File: config.mk
export PLATFORM = sky130hd
export DESIGN_NAME = pe_sequencer
export DESIGN_NICKNAME = d
export VERILOG_FILES = /design/src/rtl/pe_sequencer.sv
export SDC_FILE = /design/constraint.sdc
export NUM_CORES = 1
export LEC_CHECK = 0
export CELL_PAD_IN_SITES_DETAIL_PLACEMENT = 0
export CELL_PAD_IN_SITES_GLOBAL_PLACEMENT = 1
export CORE_ASPECT_RATIO = 1.25
export CORE_MARGIN = 2
export CORE_UTILIZATION = 32
export DETAILED_ROUTE_END_ITERATION = 12
export PLACE_DENSITY_LB_ADDON = 0.3
export RECOVER_POWER = 100
export SYNTH_ARGS = -nofsm -noshare
export SYNTH_HDL_FRONTEND = slang
export SYNTH_SLANG_ARGS = --single-unit
File: constraint.sdc
create_clock -name clk -period 1.6 [get_ports clk]
set_clock_uncertainty 0.15 [all_clocks]
set_input_delay 0.16 -clock clk [delete_from_list [all_inputs] [get_ports clk]]
set_output_delay 0.16 -clock clk [all_outputs]
set_load 0.02 [all_outputs]
File: src/rtl/pe_sequencer.sv
// -----------------------------------------------------------------------------
// pe_sequencer
//
// Control FSM for one systolic processing element. It sequences one K-term
// multiply-accumulate on ProcessingElement_DATAPATH: a single clear of the
// result/input/status registers, then K_DEPTH rounds of
// operand fetch -> Booth multiply -> wait for delayed_done -> accumulate.
//
// Parameters
//   K_DEPTH  products accumulated per result (>= 1)
//   CNT_W    width of term_idx, 2**CNT_W >= K_DEPTH
//   TIMEOUT  maximum number of WAIT cycles before the error path (1..255)
//
// Ports
//   clk              in   clock, rising edge
//   clr              in   synchronous active-high reset, highest priority
//   start            in   begin an accumulation (sampled in IDLE only)
//   abort            in   abandon the operation, exit through CLEAR to IDLE
//   operand_valid    in   upstream presents in1/in2 to the datapath
//   operand_ready    out  sequencer accepts an operand pair (FETCH)
//   pe_done          in   datapath delayed_done (looked at in WAIT only)
//   act_BOOTH        out  multiplier start pulse
//   load_in_exp_PIPO out  load exponent/sign and operand-2 registers
//   clr_in_exp_PIPO  out  clear input registers
//   clr_result_PIPO  out  clear result register and accumulator
//   clr_status_reg   out  clear overflow/underflow status
//   busy             out  high in every state except IDLE
//   result_valid     out  one-cycle pulse, accumulated result is final
//   timeout_err      out  sticky error, cleared by an accepted start or clr
//   term_idx         out  index of the current term, 0..K_DEPTH-1
//   state_dbg        out  current FSM state encoding, for observation only
//
// Handshake: the operand transfer happens at a rising edge where the FSM is
// in FETCH (operand_ready=1) and operand_valid=1. operand_ready does not
// depend on operand_valid; operand_valid may be held or dropped freely while
// operand_ready is low.
// -----------------------------------------------------------------------------
module pe_sequencer #(
  parameter int K_DEPTH = 4,
  parameter int CNT_W   = 3,
  parameter int TIMEOUT = 31
) (
  input  logic             clk,
  input  logic             clr,
  input  logic             start,
  input  logic             abort,
  input  logic             operand_valid,
  output logic             operand_ready,
  input  logic             pe_done,
  output logic             act_BOOTH,
  output logic             load_in_exp_PIPO,
  output logic             clr_in_exp_PIPO,
  output logic             clr_result_PIPO,
  output logic             clr_status_reg,
  output logic             busy,
  output logic             result_valid,
  output logic             timeout_err,
  output logic [CNT_W-1:0] term_idx,
  output logic [2:0]       state_dbg
);

  // ---------------------------------------------------------------------------
  // State encoding
  // ---------------------------------------------------------------------------
  localparam logic [2:0] S_IDLE  = 3'd0;
  localparam logic [2:0] S_CLEAR = 3'd1;
  localparam logic [2:0] S_FETCH = 3'd2;
  localparam logic [2:0] S_MUL   = 3'd3;
  localparam logic [2:0] S_WAIT  = 3'd4;
  localparam logic [2:0] S_ACC   = 3'd5;
  localparam logic [2:0] S_DONE  = 3'd6;
  localparam logic [2:0] S_ERR   = 3'd7;

  // TIMEOUT is below 256, so an 8-bit wait timer never wraps before ERR.
  localparam int               TMR_W     = 8;
  localparam logic [TMR_W-1:0] TIMEOUT_V = TMR_W'(TIMEOUT);
  localparam logic [CNT_W-1:0] LAST_IDX  = CNT_W'(K_DEPTH - 1);
  localparam logic [CNT_W-1:0] IDX_ONE   = CNT_W'(1);

  logic [2:0]       state;
  logic [2:0]       state_nxt;
  logic [TMR_W-1:0] timer;
  logic [TMR_W-1:0] timer_inc;
  logic             abort_pend;
  logic             take_abort;
  logic             start_acc;

  // ---------------------------------------------------------------------------
  // Next-state logic
  // ---------------------------------------------------------------------------
  // abort is honoured everywhere except IDLE (nothing to abandon) and CLEAR
  // (already on the way out, and the clear strobes must stay one cycle).
  assign take_abort = abort && (state != S_IDLE) && (state != S_CLEAR);
  assign start_acc  = (state == S_IDLE) && start;

  // The timer holds the number of WAIT cycles already completed; timer_inc
  // counts the current WAIT cycle too, so ERR follows exactly TIMEOUT WAIT
  // cycles without pe_done.
  assign timer_inc = timer + TMR_W'(1);

  always_comb begin
    state_nxt = state;
    if (take_abort) begin
      state_nxt = S_CLEAR;
    end else begin
      case (state)
        S_IDLE: begin
          if (start) state_nxt = S_CLEAR;
        end
        S_CLEAR: begin
          // After an abort the clear is the exit path, not a new operation.
          state_nxt = abort_pend ? S_IDLE : S_FETCH;
        end
        S_FETCH: begin
          if (operand_valid) state_nxt = S_MUL;
        end
        S_MUL: begin
          state_nxt = S_WAIT;
        end
        S_WAIT: begin
          // pe_done wins over a timeout reached in the same cycle.
          if (pe_done) begin
            state_nxt = S_ACC;
          end else if (timer_inc == TIMEOUT_V) begin
            state_nxt = S_ERR;
          end
        end
        S_ACC: begin
          state_nxt = (term_idx == LAST_IDX) ? S_DONE : S_FETCH;
        end
        S_DONE: begin
          state_nxt = S_IDLE;
        end
        S_ERR: begin
          state_nxt = S_IDLE;
        end
        default: begin
          state_nxt = S_IDLE;
        end
      endcase
    end
  end

  // ---------------------------------------------------------------------------
  // State and datapath-control registers
  // ---------------------------------------------------------------------------
  always_ff @(posedge clk) begin
    if (clr) begin
      state       <= S_IDLE;
      term_idx    <= '0;
      timer       <= '0;
      abort_pend  <= 1'b0;
      timeout_err <= 1'b0;
    end else begin
      state <= state_nxt;

      // A new accumulation restarts the term count and forgets old errors.
      if (start_acc) begin
        term_idx    <= '0;
        timeout_err <= 1'b0;
      end else if ((state == S_ACC) && (state_nxt == S_FETCH)) begin
        term_idx <= term_idx + IDX_ONE;
      end

      if (state == S_MUL) begin
        timer <= '0;
      end else if (state == S_WAIT) begin
        timer <= timer_inc;
      end

      if (take_abort) begin
        abort_pend <= 1'b1;
      end else if (state == S_CLEAR) begin
        abort_pend <= 1'b0;
      end

      // Raised on entry to ERR so the flag is already visible during ERR.
      if ((state == S_WAIT) && (state_nxt == S_ERR)) begin
        timeout_err <= 1'b1;
      end
    end
  end

  // ---------------------------------------------------------------------------
  // Moore output decode (load_in_exp_PIPO also qualifies with operand_valid
  // so it marks exactly the handshake cycle)
  // ---------------------------------------------------------------------------
  assign operand_ready    = (state == S_FETCH);
  assign load_in_exp_PIPO = (state == S_FETCH) && operand_valid;
  assign act_BOOTH        = (state == S_MUL);
  assign clr_in_exp_PIPO  = (state == S_CLEAR);
  assign clr_result_PIPO  = (state == S_CLEAR);
  assign clr_status_reg   = (state == S_CLEAR);
  assign busy             = (state != S_IDLE);
  assign result_valid     = (state == S_DONE);
  assign state_dbg        = state;

endmodule

== Yosys cells after proc, flatten, opt, wreduce, memory -nomap -nowiden ==
Cells that the tools add are included.
Widths: inputs -> output; s select.
Storage, ports and cells
  bits in registers: 16
  bits in latches: 0
  bits in writable memories: 0
  memory bits (read-only): 0
  input bits: 6
  output and inout port bits: 15
  logic and storage cells: 44
  memories: 0
Cells by class
  add/subtract/negate cells: 2
  multipliers: 0
  div/mod/pow operators: 0
  order comparisons: 0
  eq/ne operators: 12
  shift operators: 0
  multiplexer cells: 12
  bitwise gates (word level): 0
  reductions and logical operators: 13
Operators by type and width (number)
  $pmux 3 s7: 1
  $mux 3: 6
  $eq 3x3->1 const B: 5
  $eq 3x2->1 const B: 4
  $add 8x1->8 const B: 1
  $eq 8x5->1 const B: 1
  $logic_and 1x1->1: 6
  $reduce_or 2->1: 3
  $mux 1: 4
  $reduce_bool 2->1: 2
  $add 3x1->3 const B: 1
  $eq 3x1->1 const B: 1
  $logic_not 3->1: 1
  $ne 3x1->1 const B: 1
  $reduce_bool 3->1: 1
  $mux 2: 1

== Depth between registers and ports, before layout ==
Gate-level depths: netlist of the first run.
  depth in word-level cells: 9
  depth in mapped cells: 6
  gate-level depth less buffers: 6

== Worst setup path before layout of the first run ==
Ideal clock, no wire load.
  kind: reg-to-reg
  start point: register state[0], in the netlist state_dbg[0]
  end point: register state[0], in the netlist state_dbg[0]
  setup time: 0.086 ns
  arrival: 1.819 ns
  data required time: 1.364 ns
  slack: -0.455 ns
  stages on the path, launching flop included: 6
  buffers on the path: 1
  clock period less this slack: 2.055 ns
  cells stage by stage: dfxtp_1 buf_2 nor3b_1 and2_1 nor3_1 a211oi_1
On the way
  elaborated cells between the ends (all ways): 19
  those cells by class: 8 x eq/ne; 6 x mux; 5 x reduce/logical
RTL lines
  start, declared: RTL line 80  | logic [2:0] state;
  start signal, assigned: RTL line 155  | state <= state_nxt;
  $eq 3x2->1
  named net operand_ready: RTL line 48  | output logic operand_ready,
  $pmux 3 s7: RTL line 106  | case (state)
  $mux 3: RTL line 103  | if (take_abort) begin
The timed path passes the listed nets, and every way through them passes these cells.
A chain may end at the register's enable or synchronous reset.

== Worst setup path in the final report of the first run ==
  start point: register state[1], in the netlist state_dbg[1]
  end point: output port clr_status_reg
On the way
  cells in the longest elaborated chain, start to end: 1
RTL lines
  $eq 3x1->1: RTL line 193  | assign clr_status_reg = (state == S_CLEAR);
  end, declared: RTL line 54  | output logic clr_status_reg,
Every way passes these cells.

==> qor.csv, run 1 <==
metric,value,unit
status,"complete, but fails checks",
violations,negative setup slack,
worst_pin_slew,0.423,ns
drt-total-wl,2400,um
grt_pass1_vias,926,
cts_sinks,16,
final_layout_size_suffix_gt1_frac,0.427,
maxCapViolCount,0,
async_reset_ff_frac,0,
io_buffers,20,
r2r-end,term_idx[1]$_SDFFE_PP0P_,
path_class,reg -> out,
fmax,0.611,GHz
synth_most_common_cell,dfxtp_1,
holdPathStages,2,
hold_class,in -> reg,
cts_inserted_buffers,3,
final_antenna_net_count,0,
synth_ff_type,dfxtp_1,
fin_area,0.00149,mm2
reg2reg_depth,5,
vias,905,
min_period,1.64,ns
post-dp-hpwl,1690,um
drt_first_pass_iters,4,
synth_top_area_frac,0.355,
p_leak,0.648,nW
critPathLaunchType,register,
synth.cell_area,903,um2
wl_per_cell,13.0,um
fin_crit_sh,1.02,
end_kind,output pin,
highest-signal-layer,met4,
report.final.slew_viol_count,0,
worst-path-max-fanout,4,
ys_seq_area_frac,0.355,
io_pins,21,
nets,161,
finalSetupViolations,7,
relSlewSlack,0.718,
wl_met2,1300,um
synth-edff-count,0,
routed_via_density,4.92,
hold_viol_final,0,
cts_tree,done,
power_density,908,mW/mm2
start_util,0.337,
core_area,0.00268,mm2
required,1.29,ns
worst_skew_pair.late_latency,0.29,ns
whs,0.326,ns
met3_length,66,um
synth.avg_cell_area,8.86,um2
cts_buffer_depth,2,
antenna_cells,0,
peakVddDrop,0.597,mV
place_area,0.00130,mm2
grt_remaining_overflow,0,
dieWidth,51.5,um
fin_ws,-0.0376,ns
rrSetupSlack,-0.02,ns
synth.area.top_cells,"dfxtp_1 35%, ha_1 5.5%, nor2_1 5.0%",
grt_antenna_before_repair,0,
fp.dieArea,0.00327,mm2
drt-met1-wl,981,um
holdPathEnd,abort_pend$_SDFFE_PP0P_,
place_congestion,0.828,
worstHoldStart,clr,
rows,21,
synth.top_cells.by_count,"16 x dfxtp_1, 12 x nor2_1, 6 x nor3_1",
grt_max_degree,10,
yosys.cell_types.count,37,
ys_warn_count,0,
cts_root_buf,clkbuf_4,
chipHeight,63.4,um
synthCells,102,
crit_arrival,1.33,ns
finalPower,0.00135,W
grtUsageTotal,0.166,
synth-seq-cells,16,
rsz0062_at_grt,yes,
area_growth_syn_to_layout,64.5,%
drc,0,
grt_pass1_wl,4080,um
drtIter0Drc,6,
r2r-start,state_dbg[2]$_SDFF_PP0_,
synth_nets,112,
cts_max_level,1,
yosysTopAreaCell,dfxtp_1,
clk_pin_slew_worst_paths,0.10,ns
power by group:
part           internal [W]  switching, W
Combinational      0.000321      0.000280
Sequential         0.000435     0.0000396
Clock              0.000139      0.000135
repair_timing:
item / 4_1_cts / 5_1_grt
hold buffers: 0 / 0
endpoints found under the setup margin: 18 / 21
pin swaps: 8 / 11
buffers inserted: 8 / 3
resized for setup: 46 / 24
routing by layer:
metal | track usage | vias up
met5 | 0 | -
met4 | 0.0789 | 0
met3 | 0.0284 | 5
met2 | 0.298 | 18
met1 | 0.183 | 433
li1 | - | 449
state kept, by name, summed over array words and instances, names as in the netlist:
signal,flops
state_dbg,3
timer,8
abort_pend,1
term_idx,3
timeout_err,1
through the flow:
stage	setup slack [ns]	util	cells	TNS, ns
after floorplan	-0.0567	-	102	-0.114
after detailed placement	-0.111	0.486	170	-0.697
after global routing	-0.141	0.555	184	-1.17
after global placement	-0.0755	0.486	170	-0.535
final	-0.0376	0.555	184	-0.166
after CTS	-0.0529	0.522	181	-0.171
cells by family after synthesis:
kind of cell / share of synthesized area
mux: 0.0111
fa+ha+maj: 0.0554
simple gates: 0.319
flops: 0.355
compound gates: 0.105
buf+inv: 0.0678
xor+xnor: 0.0873
final cells by class:
cell class / instances / area (um2)
Fill cell: 252 / 1190
Multi-Input combinational cell: 76 / 623
Timing Repair Buffer: 50 / 440
Sequential cell: 16 / 329
Tap cell: 34 / 42.5
Clock buffer: 4 / 36.3
Inverter: 4 / 15.0
how the worst max path moves through the flow:
stage,to,start,slack [ns],cells past startpoint
3_5_place_dp,timer[3]$_SDFFE_PP0P_,state_dbg[0]$_SDFF_PP0_,-0.11,4
5_1_grt,term_idx[2]$_SDFFE_PP0P_,state_dbg[2]$_SDFF_PP0_,-0.14,5
6_report,clr_status_reg,state_dbg[1]$_SDFF_PP0_,-0.04,4
4_1_cts,term_idx[1]$_SDFFE_PP0P_,state_dbg[1]$_SDFF_PP0_,-0.05,5
2_1_floorplan,state_dbg[0]$_SDFF_PP0_,state_dbg[0]$_SDFF_PP0_,-0.06,5
3_3_place_gp,timer[3]$_SDFFE_PP0P_,state_dbg[0]$_SDFF_PP0_,-0.08,4
layout by cell type (no fill, tap or decap), drive strengths merged, types with 2 or more instances in the layout:
cell / Yosys / routed
inv: 4 / 4
a211oi: 3 / 3
xor2: 4 / 4
nand2b: 3 / 3
nand3b: 2 / 2
a21o: 2 / 2
clkdlybuf4s15: 0 / 2
nor2: 14 / 14
nand2: 4 / 4
nor3: 6 / 6
dfxtp: 16 / 16
nand3: 2 / 2
xnor2: 5 / 5
clkdlybuf4s50: 0 / 6
buf: 5 / 36
nand4: 3 / 3
ha: 4 / 4
clkbuf: 1 / 7
o21a: 2 / 2
a21oi: 4 / 4
nor3b: 4 / 4
dlygate4sd2: 0 / 3
worst max-delay path: stages (launching register included):
cell and delay [ns]:
dfxtp_2 0.35, buf_12 0.12, buf_12 0.12, nor3b_4 0.28, buf_6 0.16
No activity file was read; power rests on OpenSTA's default activity.
==> run 2: changes to the inputs <==
--- a/config.mk
+++ b/config.mk
@@ -5,6 +5,7 @@
 export SDC_FILE = /design/constraint.sdc
 export NUM_CORES = 1
 export LEC_CHECK = 0
+export CAP_MARGIN = 20
 export CELL_PAD_IN_SITES_DETAIL_PLACEMENT = 0
 export CELL_PAD_IN_SITES_GLOBAL_PLACEMENT = 1
 export CORE_ASPECT_RATIO = 1.25
==> results of run 2 <==
Same layout as run 1: the final DEF is identical, and so are final timing and power.
==> run 3: changes to the inputs <==
--- a/config.mk
+++ b/config.mk
@@ -14,6 +14,7 @@
 export DETAILED_ROUTE_END_ITERATION = 12
 export PLACE_DENSITY_LB_ADDON = 0.3
 export RECOVER_POWER = 100
+export SKIP_LAST_GASP = 1
 export SYNTH_ARGS = -nofsm -noshare
 export SYNTH_HDL_FRONTEND = slang
 export SYNTH_SLANG_ARGS = --single-unit
==> run 3 against run 2 <==
The run still ends with negative setup slack left. Sequential share of layout area is 0.12 points higher. Final area is 0.17% lower. Register-to-register slack hardly changed. Power hardly changed. Die area stayed put. First-iteration DRC count stayed put. Utilization is 0.093 points lower. Critical path type unchanged. Critical endpoint unchanged. Highest routed layer unchanged.
==> qor.csv, run 3 (synthesized netlist as in run 1, its figures left out) <==
metric,value,unit,change
status,"complete, but fails checks",,unchanged
violations,negative setup slack,,unchanged
fin_area,0.00148,mm2,was 0.00149 mm2
holdPathStages,2,,unchanged
dieWidth,51.5,um,unchanged
critPathLaunch,state_dbg[1]$_SDFF_PP0_,,unchanged
cp_slowest_cell,dfxtp_2,,unchanged
final_layout_size_suffix_gt1_frac,0.440,,was 0.427
min_period,1.68,ns,was 1.64 ns
whs,0.326,ns,about the same
finalSetupTns,-0.163,ns,was -0.166 ns
relSlewSlack,0.718,,about the same
wl_per_cell,13.0,um,about the same
start_util,0.337,,unchanged
fp.dieArea,0.00327,mm2,unchanged
grt_antenna_before_repair,0,,unchanged
clk_pin_slew_worst_paths,0.10,ns,about the same
crit_arrival,1.37,ns,was 1.33 ns
chipHeight,63.4,um,unchanged
place_ws,-0.111,ns,unchanged
peakVddDrop,0.599,mV,was 0.597 mV
place_congestion,0.828,,unchanged
antenna_cells,0,,unchanged
cts_max_level,1,,unchanged
cts_buffer_depth,2,,unchanged
end_kind,output pin,,unchanged
place_area,0.00130,mm2,unchanged
rows,21,,unchanged
layout_common_cells,"23 x buf_4, 12 x nor2_1, 10 x dfxtp_1, 8 x buf_6, 6 x clkdlybuf4s50_1",,"was 22 x buf_4, 12 x nor2_1, 11 x dfxtp_1, 9 x buf_6, 6 x clkdlybuf4s50_1"
multi_input_area,623,um2,unchanged
cpLargestDelayFamily,buffers and inverters,,unchanged
maxCapViolCount,0,,unchanged
r2r-end,term_idx[1]$_SDFFE_PP0P_,,unchanged
vias,907,,was 905
crit_top_cell,buf_12,,unchanged
cts_hold_buf,0,,unchanged
drtIter0Drc,6,,unchanged
setup.worst_path.end,clr_status_reg,,unchanged
grt_pass1_wl,4080,um,unchanged
drc,0,,unchanged
fin_ws,-0.0757,ns,was -0.0376 ns
p_leak,0.653,nW,was 0.648 nW
fmax,0.597,GHz,was 0.611 GHz
critPathLaunchType,register,,unchanged
cts_inserted_buffers,3,,unchanged
rsz0062_at_grt,yes,,unchanged
worst-path-max-fanout,4,,unchanged
post-dp-hpwl,1690,um,unchanged
fill_cells,253,,was 252
report.final.slew_viol_count,0,,unchanged
largest_register_ffs,8,,unchanged
io_buffers,20,,unchanged
cp_cell_sequence,buf_12 > buf_12 > nor3b_4 > clkbuf_2,,was buf_12 > buf_12 > nor3b_4 > buf_6
grt_remaining_overflow,0,,unchanged
path_class,reg -> out,,unchanged
worst_skew_pair.late_latency,0.29,ns,about the same
cts_tree,done,,unchanged
hold_class,in -> reg,,unchanged
area_growth_syn_to_layout,64.3,%,was 64.5%
final_common_cell,buf_4,,unchanged
ff_latch_area,330,um2,was 329 um2
hold_viol_final,0,,unchanged
power_density,909,mW/mm2,was 908 mW/mm2
largest_register,timer,,unchanged
drt-total-wl,2400,um,about the same
grtUsageTotal,0.166,,unchanged
cts_sinks,16,,unchanged
final_antenna_net_count,0,,unchanged
core_area,0.00268,mm2,unchanged
cts_root_buf,clkbuf_4,,unchanged
drt_first_pass_iters,4,,unchanged
rrSetupSlack,-0.02,ns,about the same
cp.depth,4,,unchanged
reg2reg_depth,5,,unchanged
r2r-start,state_dbg[1]$_SDFF_PP0_,,was state_dbg[2]$_SDFF_PP0_
cp_num_buf_inv,3,,unchanged
required,1.29,ns,about the same
grt_max_degree,10,,unchanged
routed_via_density,4.93,,was 4.92
slowest_delay,0.35,ns,about the same
fin_crit_sh,1.05,,was 1.02
io_pins,21,,unchanged
grt_pass1_vias,926,,unchanged
nets,161,,unchanged
finalSetupViolations,8,,was 7
worst_pin_slew,0.424,ns,was 0.423 ns
==> run 3: area by class of cell <==
type	instances	area share
inverter	4	0.0101
clock buffer	4	0.0245
tap	34	0.0287
sequential	16	0.223
timing repair buffer	50	0.294
multi-input combinational	76	0.420
==> run 3: power by group <==
| group | internal (W) | switching (W) | leakage, nW | total, W |
|---|---|---|---|---|
| Clock | 0.000139 | 0.000136 | 0.0210 | 0.000274 |
| Combinational | 0.000322 | 0.000279 | 0.499 | 0.000600 |
| Sequential | 0.000435 | 0.0000396 | 0.132 | 0.000475 |
| Total | 0.000896 | 0.000454 | 0.653 | 0.00135 |
==> run 3: routing by layer <==
| layer | GRT usage | part of all wire | vias to the layer above |
|---|---|---|---|
| met1 | 0.183 | 0.41 | 434 |
| met2 | 0.298 | 0.54 | 18 |
| met3 | 0.0284 | 0.028 | 5 |
| met4 | 0.0789 | 0.021 | 0 |
| li1 | - | - | 450 |
| met5 | 0 | 0 | - |
==> run 3: worst min-delay path by stage <==
stage	end	startpoint	slack [ns]
after floorplan	abort_pend$_SDFFE_PP0P_	clr	0.08
after global routing	abort_pend$_SDFFE_PP0P_	clr	0.34
final	abort_pend$_SDFFE_PP0P_	clr	0.33
after CTS	abort_pend$_SDFFE_PP0P_	clr	0.33
after detailed placement	timeout_err$_SDFFE_PP0P_	timeout_err$_SDFFE_PP0P_	0.32
after global placement	timeout_err$_SDFFE_PP0P_	timeout_err$_SDFFE_PP0P_	0.32
==> run 3: what timing repair did <==
item | 4_1_cts | 5_1_grt
resized for setup | 41 | 25
pin swaps | 8 | 10
setup buffers | 8 | 3
setup endpoints to repair | 18 | 22
==> run 3: through the flow <==
stage | std cells | utilization | total power, W
CTS | 181 | 0.525 | 0.00131
global placement | 170 | 0.486 | 0.000975
floorplan | 102 | - | 0.000770
global route | 184 | 0.554 | 0.00144
finish | 184 | 0.554 | 0.00135
detailed placement | 170 | 0.486 | 0.000982
